`config.mk`:
```
export PLATFORM = sky130hd
export DESIGN_NAME = memc_drain
export DESIGN_NICKNAME = d
export VERILOG_FILES = /design/src/rtl/memc_drain.sv
export SDC_FILE = /design/constraint.sdc
export NUM_CORES = 1
export LEC_CHECK = 0
export ABC_CLOCK_PERIOD_IN_PS = 5300
export BUFFER_PORTS_ARGS = -buffer_cell sky130_fd_sc_hd__buf_2
export CAP_MARGIN = 20
export CORE_ASPECT_RATIO = 0.75
export CORE_UTILIZATION = 45
export CTS_BUF_LIST = sky130_fd_sc_hd__clkbuf_8
export DETAILED_ROUTE_END_ITERATION = 10
export PLACE_DENSITY = 0.72
export SLEW_MARGIN = 20
export SYNTH_ARGS = -nofsm -noshare
export SYNTH_HDL_FRONTEND = slang
export SYNTH_SLANG_ARGS = --single-unit
export TNS_END_PERCENT = 5
```
`constraint.sdc`:
```
create_clock -name clk -period 5.3 [get_ports clk]
set_clock_uncertainty 0.2 [all_clocks]
set_input_delay 1.06 -clock clk [delete_from_list [all_inputs] [get_ports clk]]
set_output_delay 1.06 -clock clk [all_outputs]
set_load 0.1 [all_outputs]
```
`src/rtl/memc_drain.sv`:
```
// memc_drain: de-skews systolic array result columns into a DIM x DIM
// buffer, then serves whole-row reads through a registered port.
module memc_drain #(
    parameter int BITS_C = 16,
    parameter int DIM    = 8
) (
    input  logic                         clk,
    input  logic                         rst,
    input  logic                         en,
    input  logic                         start,
    input  logic                         Cin_valid,
    input  logic [DIM-1:0][BITS_C-1:0]   Cin,
    input  logic                         rd_en,
    input  logic [$clog2(DIM)-1:0]       rd_row,
    input  logic                         release_buf,
    output logic [DIM-1:0][BITS_C-1:0]   Cout,
    output logic                         rd_valid,
    output logic                         busy,
    output logic                         full
);
    localparam int RW = $clog2(DIM);
    localparam int CW = RW + 1;

    typedef enum logic [1:0] {IDLE, ARMED, CAPTURE, FULL} state_t;

    state_t            state, state_nx;
    logic [CW-1:0]     cnt;
    logic [CW-1:0]     step;
    logic              cap;
    logic              rd_go;
    logic [DIM-1:0]    we;
    logic [RW-1:0]     row [DIM];
    logic [BITS_C-1:0] mem [DIM][DIM];

    always_ff @(posedge clk) begin
        if (rst) state <= IDLE;
        else     state <= state_nx;
    end

    always_comb begin
        state_nx = state;
        unique case (state)
            IDLE:    if (start) state_nx = ARMED;
            ARMED:   if (en && Cin_valid) state_nx = CAPTURE;
            CAPTURE: if (en && cnt == CW'(2*DIM-2)) state_nx = FULL;
            FULL:    if (release_buf) state_nx = IDLE;
            default: state_nx = IDLE;
        endcase
    end

    always_comb begin
        busy = (state == ARMED) || (state == CAPTURE);
        full = (state == FULL);
    end

    // ARMED supplies step 0; CAPTURE continues from the counter
    assign cap   = ((state == ARMED) && en && Cin_valid) ||
                   ((state == CAPTURE) && en);
    assign step  = (state == CAPTURE) ? cnt : '0;
    assign rd_go = rd_en && (state == FULL);

    always_ff @(posedge clk) begin
        if (rst)      cnt <= '0;
        else if (cap) cnt <= step + CW'(1);
    end

    // lane x carries row k-x at step k
    for (genvar x = 0; x < DIM; x++) begin : g_lane
        logic [CW-1:0] d;
        assign d      = step - CW'(x);
        assign we[x]  = cap && (step >= CW'(x)) && (d < CW'(DIM));
        assign row[x] = d[RW-1:0];
    end

    always_ff @(posedge clk) begin
        for (int x = 0; x < DIM; x++) begin
            if (we[x]) mem[row[x]][x] <= Cin[x];
        end
    end

    always_ff @(posedge clk) begin
        if (rst) begin
            Cout     <= '0;
            rd_valid <= 1'b0;
        end else begin
            rd_valid <= rd_go;
            if (rd_go) begin
                for (int c = 0; c < DIM; c++) Cout[c] <= mem[rd_row][c];
            end
        end
    end
endmodule

```
==> results.toml, run 1 <==
[power_and_ir_drop]
ir_drop_mv = 0.222
sequentialPowerShare = 0.554
p_sw_mw = 4.43
pwr-share-comb = 0.080
leakage_nw = 16.3
finalPower_mw = 18.2
p_clk_frac = 0.366
switching_share = 0.243
p_per_area_nw_per_um2 = 370
p_int_mw = 13.8

[timing]
fin_crit_sh = 0.766
rsz0062_at_grt = "no"
setup_viol = 0
fmax_ghz = 0.246
hold_viol_final = 0
fin_crit_ps = 4060
setup-tns-final_ps = 0
setup_ws_ps = 1240
worst-slew-pin-transition_ps = 1080
drv_slew = 0
slew_headroom = 0.282

[drt]
viasPerCell = 5.81
wl_per_cell_um = 26.9
ant_nets = 0
drcViolationCount = 0
drtPass1Iterations = 5
wl_um = 104000
vias = 22500
drt_iter0_drc = 2591

[outcome]
status = "complete, no violations"

[floorplan]
dieArea_um2 = 96400
start_util = 0.456
coreArea_um2 = 93800
rows = 97
ios = 269
die_width_um = 358
die_height_um = 269

[clocking]
worstSkewPairLatency_ps = 840
clk_path_buf_depth = 3
cts_buffers = 169
clk_pin_slew_worst_paths_ps = 60
cts_hold_buf = 0
clockRootBuffer = "clkbuf_8"
cts_setup_buffers = 0
htreeDepth = 4
cts.sinks = 1159
cts_resized = 0
tritoncts = "yes"

[placement]
gp_congestion = 0.902
dpl_cell_area_um2 = 46000
hpwl_um = 64100
dp_cells = 3548
portBuffers = 268
dpl_worst_slack_ps = 1360

[synth]
ys_warn_count = 0
synth-seq-cells = 1159
synth_area_um2 = 42800
avgSynthCellArea_um2 = 20.4
synth.net_count = 2242
synthCells = 2096
yosys.cell_types.count = 36
ys_seq_area_frac = 0.781

[setup_path]
cp_data_required_time_ps = 5610
crit_path_top_delay_cell = "nand2_1"
cp_cell_sequence = "inv_1, ha_1, nand2_1, inv_2, ha_1, a31oi_1, nor2_1, nand3_1, nor4_2, buf_4"
path_buf_inv = 3
critPathTopFamily = "simple AND/OR/NAND/NOR gates"
slowest_delay_ps = 580
crit_type = "reg2reg"
worstPathArrival_ps = 4370
worstPathMaxFanout = 18
crit_path_start_kind = "flop"
endpoint_kind = "flop"
reg2reg_depth = 10
cp.depth = 10
cp_common_cell = "ha_1"

[cells_and_area]
layout.cells.non_filler = 3867
area_growth_pct = 15.0
fin_area_um2 = 49200
drive_gt1_frac = 0.339
nNetsFinal = 2629

[global_route]
first_global_vias = 22700
grt-ovfl-total = 0
grt_max_degree = 107
grt_usage = 0.218
antenna_found_initial = 26
grt_first_pass_wirelength_um = 152000

[run]
cap_violations = 0

[min_path]
hp-class = "in2reg"
holdPathStages = 1
## final timing paths
| check | slack (ps) | end | startpoint |
|---|---|---|---|
| max | 1240 | mem[5][12]$_DFFE_PP_ | state[0]$_SDFFE_PP0P_ |
| min reg2reg | 280 | Cout[49]$_SDFFE_PP0P_ | Cout[49]$_SDFFE_PP0P_ |
| max reg2reg | 1240 | mem[5][12]$_DFFE_PP_ | state[0]$_SDFFE_PP0P_ |
| min | 280 | mem[3][71]$_DFFE_PP_ | Cin[55] |
## layer usage
layer,track usage,vias to the layer above,part of all wire
li1,-,9391,-
met1,0.302,11700,0.40
met2,0.340,1143,0.48
met3,0.0566,169,0.098
met4,0.0652,24,0.020
met5,0,-,0.0014
## layout make-up
class | count | area [um2]
Sequential cell | 1159 | 33500
Clock buffer | 194 | 2670
Antenna cell | 8 | 20.0
Clock inverter | 116 | 528
Tap cell | 1237 | 1550
Fill cell | 7221 | 44600
Timing Repair Buffer | 350 | 2120
Inverter | 5 | 18.8
Multi-Input combinational cell | 798 | 8890
## state kept, by name, summed over array words and instances, names as in the netlist
name,count
cnt,4
Cout,128
state,2
mem,1024
rd_valid,1
## layout by cell type (no fill, tap or decap), types with 7 or more instances in the layout
master / synthesis / final
nor4_2: 0 / 9
diode_2: 0 / 8
clkbuf_8: 0 / 194
o22ai_1: 128 / 128
nor2_2: 0 / 18
ha_1: 8 / 8
edfxtp_1: 1024 / 1024
clkinv_1: 0 / 25
inv_1: 4 / 73
dfxtp_1: 135 / 135
nand2b_1: 8 / 7
nor2_1: 162 / 142
a21oi_1: 7 / 7
nor3_1: 154 / 131
clkinv_2: 0 / 9
buf_4: 0 / 72
buf_12: 0 / 9
buf_2: 47 / 265
nand2_1: 25 / 24
nor3_2: 0 / 23
mux4_2: 256 / 256
## logic make-up after synthesis
logic type | Yosys count | share of synthesized area
mux | 260 | 0.136
fa+ha+maj | 8 | 0.00234
flops | 1159 | 0.781
buf+inv | 139 | 0.0185
compound gates | 142 | 0.0207
simple gates | 386 | 0.0412
xor+xnor | 2 | 0.000409
## cell usage after synthesis
cell type,n,area share
a21boi_1,1,0.00018
a21o_1,1,0.00018
a21oi_1,7,0.00082
a222oi_1,1,0.00023
a31oi_1,1,0.00015
and2_0,1,0.00015
and2_1,4,0.00058
buf_1,9,0.00079
buf_2,47,0.0055
buf_6,28,0.0074
clkbuf_1,50,0.0044
dfxtp_1,135,0.063
edfxtp_1,1024,0.72
ha_1,8,0.0023
inv_1,4,0.00035
inv_2,1,0.000088
mux2_2,1,0.00026
mux2i_1,3,0.00070
mux4_2,256,0.13
nand2_1,25,0.0022
nand2b_1,8,0.0012
nand3_1,5,0.00058
nand4_1,2,0.00029
nor2_1,162,0.014
nor2b_1,6,0.00088
nor3_1,154,0.018
nor3b_1,2,0.00035
nor4_1,9,0.0013
nor4b_1,4,0.00082
nor4bb_1,1,0.00023
o21a_1,2,0.00035
o21ai_0,1,0.00012
o22ai_1,128,0.019
or2_2,1,0.00015
or3_1,2,0.00029
xnor2_1,2,0.00041
## metrics by stage
stage,hold slack (ps),util
after floorplan,282,-
after global placement,274,0.490
after detailed placement,279,0.490
after CTS,204,0.524
after global routing,246,0.525
final,285,0.525
## power by group through the flow
stage / clock, mW / sequential [mW] / combinational, mW
floorplan: 0 / 10.7 / 0.597
global placement: 0 / 10.3 / 1.43
detailed placement: 0 / 10.3 / 1.46
CTS: 6.79 / 10.1 / 1.47
global route: 7.17 / 10.1 / 1.54
finish: 6.67 / 10.1 / 1.46
No activity file was read; power rests on OpenSTA's default activity.
==> run 2: changes to the inputs <==
Settings changed: ABC_CLOCK_PERIOD_IN_PS 5300 to 3970.
Clock period 5.3 ns to 3.97 ns, I/O delays scaled along.
==> results.toml, run 2 (synthesis results as in run 1) <==
[timing]
slew_headroom = 0.456
setup_ws_ps = 757
fin_crit_ps = 3210
fmax_ghz = 0.311
setup_viol = 0
drv_slew = 0
setup-tns-final_ps = 0
rsz0062_at_grt = "no"
worst-slew-pin-transition_ps = 816
fin_crit_sh = 0.809
hold_viol_final = 0
hold_slack_ps = 66.2

[cells_and_area]
fin_area_um2 = 50500
fin_util = 0.539
final_common_cell = "edfxtp_1"
layout.cells.non_filler = 3988
area_growth_pct = 18.1
final_cell_mix = "edfxtp_1 (1024), buf_2 (265), mux4_2 (256)"
largest_reg_flops = 1024
nNetsFinal = 2751
drive_gt1_frac = 0.330

[placement]
hpwl_um = 64100
dpl_cell_area_um2 = 46300
portBuffers = 268
dpl_worst_slack_ps = 873
gp_congestion = 0.851
dp_cells = 3567

[power_and_ir_drop]
p_clk_frac = 0.370
p_sw_mw = 6.07
sequentialPowerShare = 0.546
leakage_nw = 16.9
p_per_area_nw_per_um2 = 488
pwr-share-comb = 0.084
switching_share = 0.246
ir_drop_mv = 0.301
p_int_mw = 18.6
finalPower_mw = 24.7

[clocking]
cts.sinks = 1159
clk_pin_slew_worst_paths_ps = 70
tritoncts = "yes"
cts_buffers = 170
clk_path_buf_depth = 3
clockRootBuffer = "clkbuf_8"
cts_setup_buffers = 0
htreeDepth = 4
worstSkewPairLatency_ps = 820

[min_path]
hp-class = "in2reg"

[drt]
ant_nets = 0
vias = 22700
wl_um = 105000
wl_per_cell_um = 26.3
viasPerCell = 5.69
drt_iter0_drc = 2285
drcViolationCount = 0
drtPass1Iterations = 5

[setup_path]
critPathTopFamily = "adder cells"
slowest_delay_ps = 580
endpoint_kind = "flop"
crit_path_start_kind = "flop"
worstPathArrival_ps = 3480
crit_type = "reg2reg"
crit_path_top_delay_cell = "ha_1"
cp_data_required_time_ps = 4240
worstPathMaxFanout = 16
path_buf_inv = 3
cp_cell_sequence = "inv_1, ha_1, buf_4, nand2_1, ha_1, nand3_1, nor3_2, buf_4"

[global_route]
first_global_vias = 23200
grt_max_degree = 130
antenna_found_initial = 24
grt_usage = 0.220
grt-ovfl-total = 0
grt_first_pass_wirelength_um = 154000

[floorplan]
rows = 97
dieArea_um2 = 96400
coreArea_um2 = 93800
start_util = 0.456
die_height_um = 269
die_width_um = 358
ios = 269

[run]
cap_violations = 0

[outcome]
status = "complete, no violations"
-- run 2: cell types whose count changed in the layout (fill, tap and decap cells not counted), sizes merged --
cell / before / now
dlygate4sd3: 0 / 103
buf: 350 / 368
bufinv: 1 / 8
diode: 8 / 10
clkinvlp: 6 / 8
inv: 78 / 70
clkbuf: 194 / 173
clkinv: 36 / 54
-- run 2: power groups by stage --
stage	clock [mW]	combinational, mW	sequential, mW
3_3_place_gp	0	1.96	13.7
2_1_floorplan	0	0.797	14.3
6_report	9.12	2.08	13.5
3_5_place_dp	0	1.99	13.7
4_1_cts	9.29	2.09	13.5
5_1_grt	9.82	2.18	13.5
-- run 2: layout make-up --
| type | instances | area (um2) |
|---|---|---|
| Antenna cell | 10 | 25.0 |
| Inverter | 5 | 18.8 |
| Fill cell | 7138 | 43300 |
| Multi-Input combinational cell | 798 | 8880 |
| Sequential cell | 1159 | 33500 |
| Clock inverter | 135 | 830 |
| Timing Repair Buffer | 471 | 3410 |
| Clock buffer | 173 | 2380 |
| Tap cell | 1237 | 1550 |
-- run 2: final timing paths --
path | slack, ps | start | end | cells past startpoint
worst max-delay path | 760 | state[0]$_SDFFE_PP0P_ | mem[2][14]$_DFFE_PP_ | 8
worst min-delay path | 70 | Cin[108] | mem[2][28]$_DFFE_PP_ | 1
worst max register to register | 760 | state[0]$_SDFFE_PP0P_ | mem[2][14]$_DFFE_PP_ | 8
worst min register to register | 290 | Cout[49]$_SDFFE_PP0P_ | Cout[49]$_SDFFE_PP0P_ | 2
-- run 2: worst register-to-register path, cell delays in order, from the launching register on --
cell and delay [ps]:
dfxtp_1 350, inv_1 120, ha_1 350, buf_4 240, nand2_1 100, ha_1 580, nand3_1 360, nor3_2 230
buf_4 320
-- run 2: timing repair --
action	CTS	global route
setup endpoints to repair	0	0
hold buffers	103	0
resized for setup	0	0
endpoints found under the hold margin	721	0
-- run 2: per-layer routing --
metal  vias up  track usage  part of all wire
met5         -            0            0.0018
met4        28       0.0579             0.017
met3       164       0.0543             0.086
met2      1026        0.341              0.48
met1     11800        0.312              0.42
li1       9641            -                 -
==> run 3: changes to the inputs <==
Settings changed: ABC_CLOCK_PERIOD_IN_PS 3970 to 3100.
Clock period 3.97 ns to 3.1 ns, I/O delays scaled along.
==> results.toml, run 3 (synthesis results as in run 1) <==
[cells_and_area]
final_cell_mix = "edfxtp_1 (1024), buf_2 (265), mux4_2 (256)"
nNetsFinal = 2806
fin_util = 0.548
area_growth_pct = 20.0
drive_gt1_frac = 0.338
final_common_cell = "edfxtp_1"
largest_reg_flops = 1024

[clocking]
clk_pin_slew_worst_paths_ps = 70
htreeDepth = 4
clk_path_buf_depth = 3
tritoncts = "yes"
worstSkewPairLatency_ps = 850
cts.sinks = 1159
clockRootBuffer = "clkbuf_8"
cts_buffers = 169

[setup_path]
worstPathMaxFanout = 4
crit_type = "reg2out"
endpoint_kind = "output port"
worstPathArrival_ps = 2140
crit_path_start_kind = "flop"
cp_data_required_time_ps = 2280

[timing]
hold_slack_ps = 134
fmax_ghz = 0.338
hold_viol_final = 0
setup-tns-final_ps = 0
slew_headroom = 0.413
fin_crit_sh = 0.954
setup_viol = 0
rsz0062_at_grt = "no"
drv_slew = 0
worst-slew-pin-transition_ps = 880
fin_crit_ps = 2960

[drt]
viasPerCell = 5.69
ant_nets = 0
drt_iter0_drc = 2420
wl_um = 105000
vias = 23000
wl_per_cell_um = 26.0
drtPass1Iterations = 5
drcViolationCount = 0

[placement]
hpwl_um = 66100
gp_congestion = 0.856
portBuffers = 268

[floorplan]
die_width_um = 358
dieArea_um2 = 96400
die_height_um = 269
start_util = 0.456
ios = 269
rows = 97
coreArea_um2 = 93800

[run]
cap_violations = 0

[outcome]
status = "complete, no violations"

[global_route]
grt-ovfl-total = 0
first_global_vias = 23600
grt_first_pass_wirelength_um = 156000
antenna_found_initial = 23
grt_usage = 0.221
grt_max_degree = 130

[power_and_ir_drop]
p_per_area_nw_per_um2 = 617
ir_drop_mv = 0.389
leakage_nw = 17.3

[min_path]
hp-class = "in2reg"
## run 3: cell types whose count changed in the layout (fill, tap and decap cells not counted), sizes merged
cell         before  now
inv              70   81
clkinvlp          8    4
bufinv            8    3
clkinv           54   44
dlygate4sd3     103  130
diode            10   14
clkbuf          173  186
buf             368  397
## run 3: cell type report
type / count / area, um2
Fill cell: 7061 / 42400
Sequential cell: 1159 / 33500
Multi-Input combinational cell: 798 / 8970
Timing Repair Buffer: 527 / 4100
Clock buffer: 186 / 2560
Tap cell: 1237 / 1550
Clock inverter: 127 / 696
Antenna cell: 14 / 35.0
Inverter: 5 / 18.8
## run 3: where the power goes
group	switching [mW]	internal [mW]
sequential	0.117	17.1
combinational	1.95	0.840
clock	5.84	5.84
## run 3: layer usage
layer,vias up,GRT usage,wire (um)
met4,18,0.0605,2030
li1,9781,-,-
met2,1077,0.341,49800
met5,-,0,112
met3,169,0.0589,9420
met1,12000,0.312,44000
## run 3: worst paths after layout
| kind | from | end | slack [ps] | cells after the start |
|---|---|---|---|---|
| max | state[1]$_SDFFE_PP0P_ | full | 140 | 3 |
| min | Cin_valid | state[0]$_SDFFE_PP0P_ | 130 | 5 |
| max reg2reg | state[0]$_SDFFE_PP0P_ | mem[3][41]$_DFFE_PP_ | 200 | 8 |
| min reg2reg | Cout[24]$_SDFFE_PP0P_ | Cout[24]$_SDFFE_PP0P_ | 290 | 2 |
## run 3: critical path, stage by stage, from the launching register on
cell and delay, ps:
dfxtp_1 380, ha_1 290, buf_4 180, buf_2 430
## run 3: repair_timing
action	in CTS	in global routing
setup endpoints to repair	0	1
setup buffers	0	0
hold buffers	130	0
endpoints found under the hold margin	1037	0
gates resized for setup	0	1
## run 3: through the flow
stage                     area, um2  setup slack (ps)  power (mW)  std cells
after floorplan               42900              -532        19.4       2096
after global placement        46800             -11.9        20.2       3593
after detailed placement      46800               184        20.2       3596
after CTS                     51300              35.0        32.0       4039
after global routing          51400              36.8        32.8       4050
final                         51400               142        31.7       4053
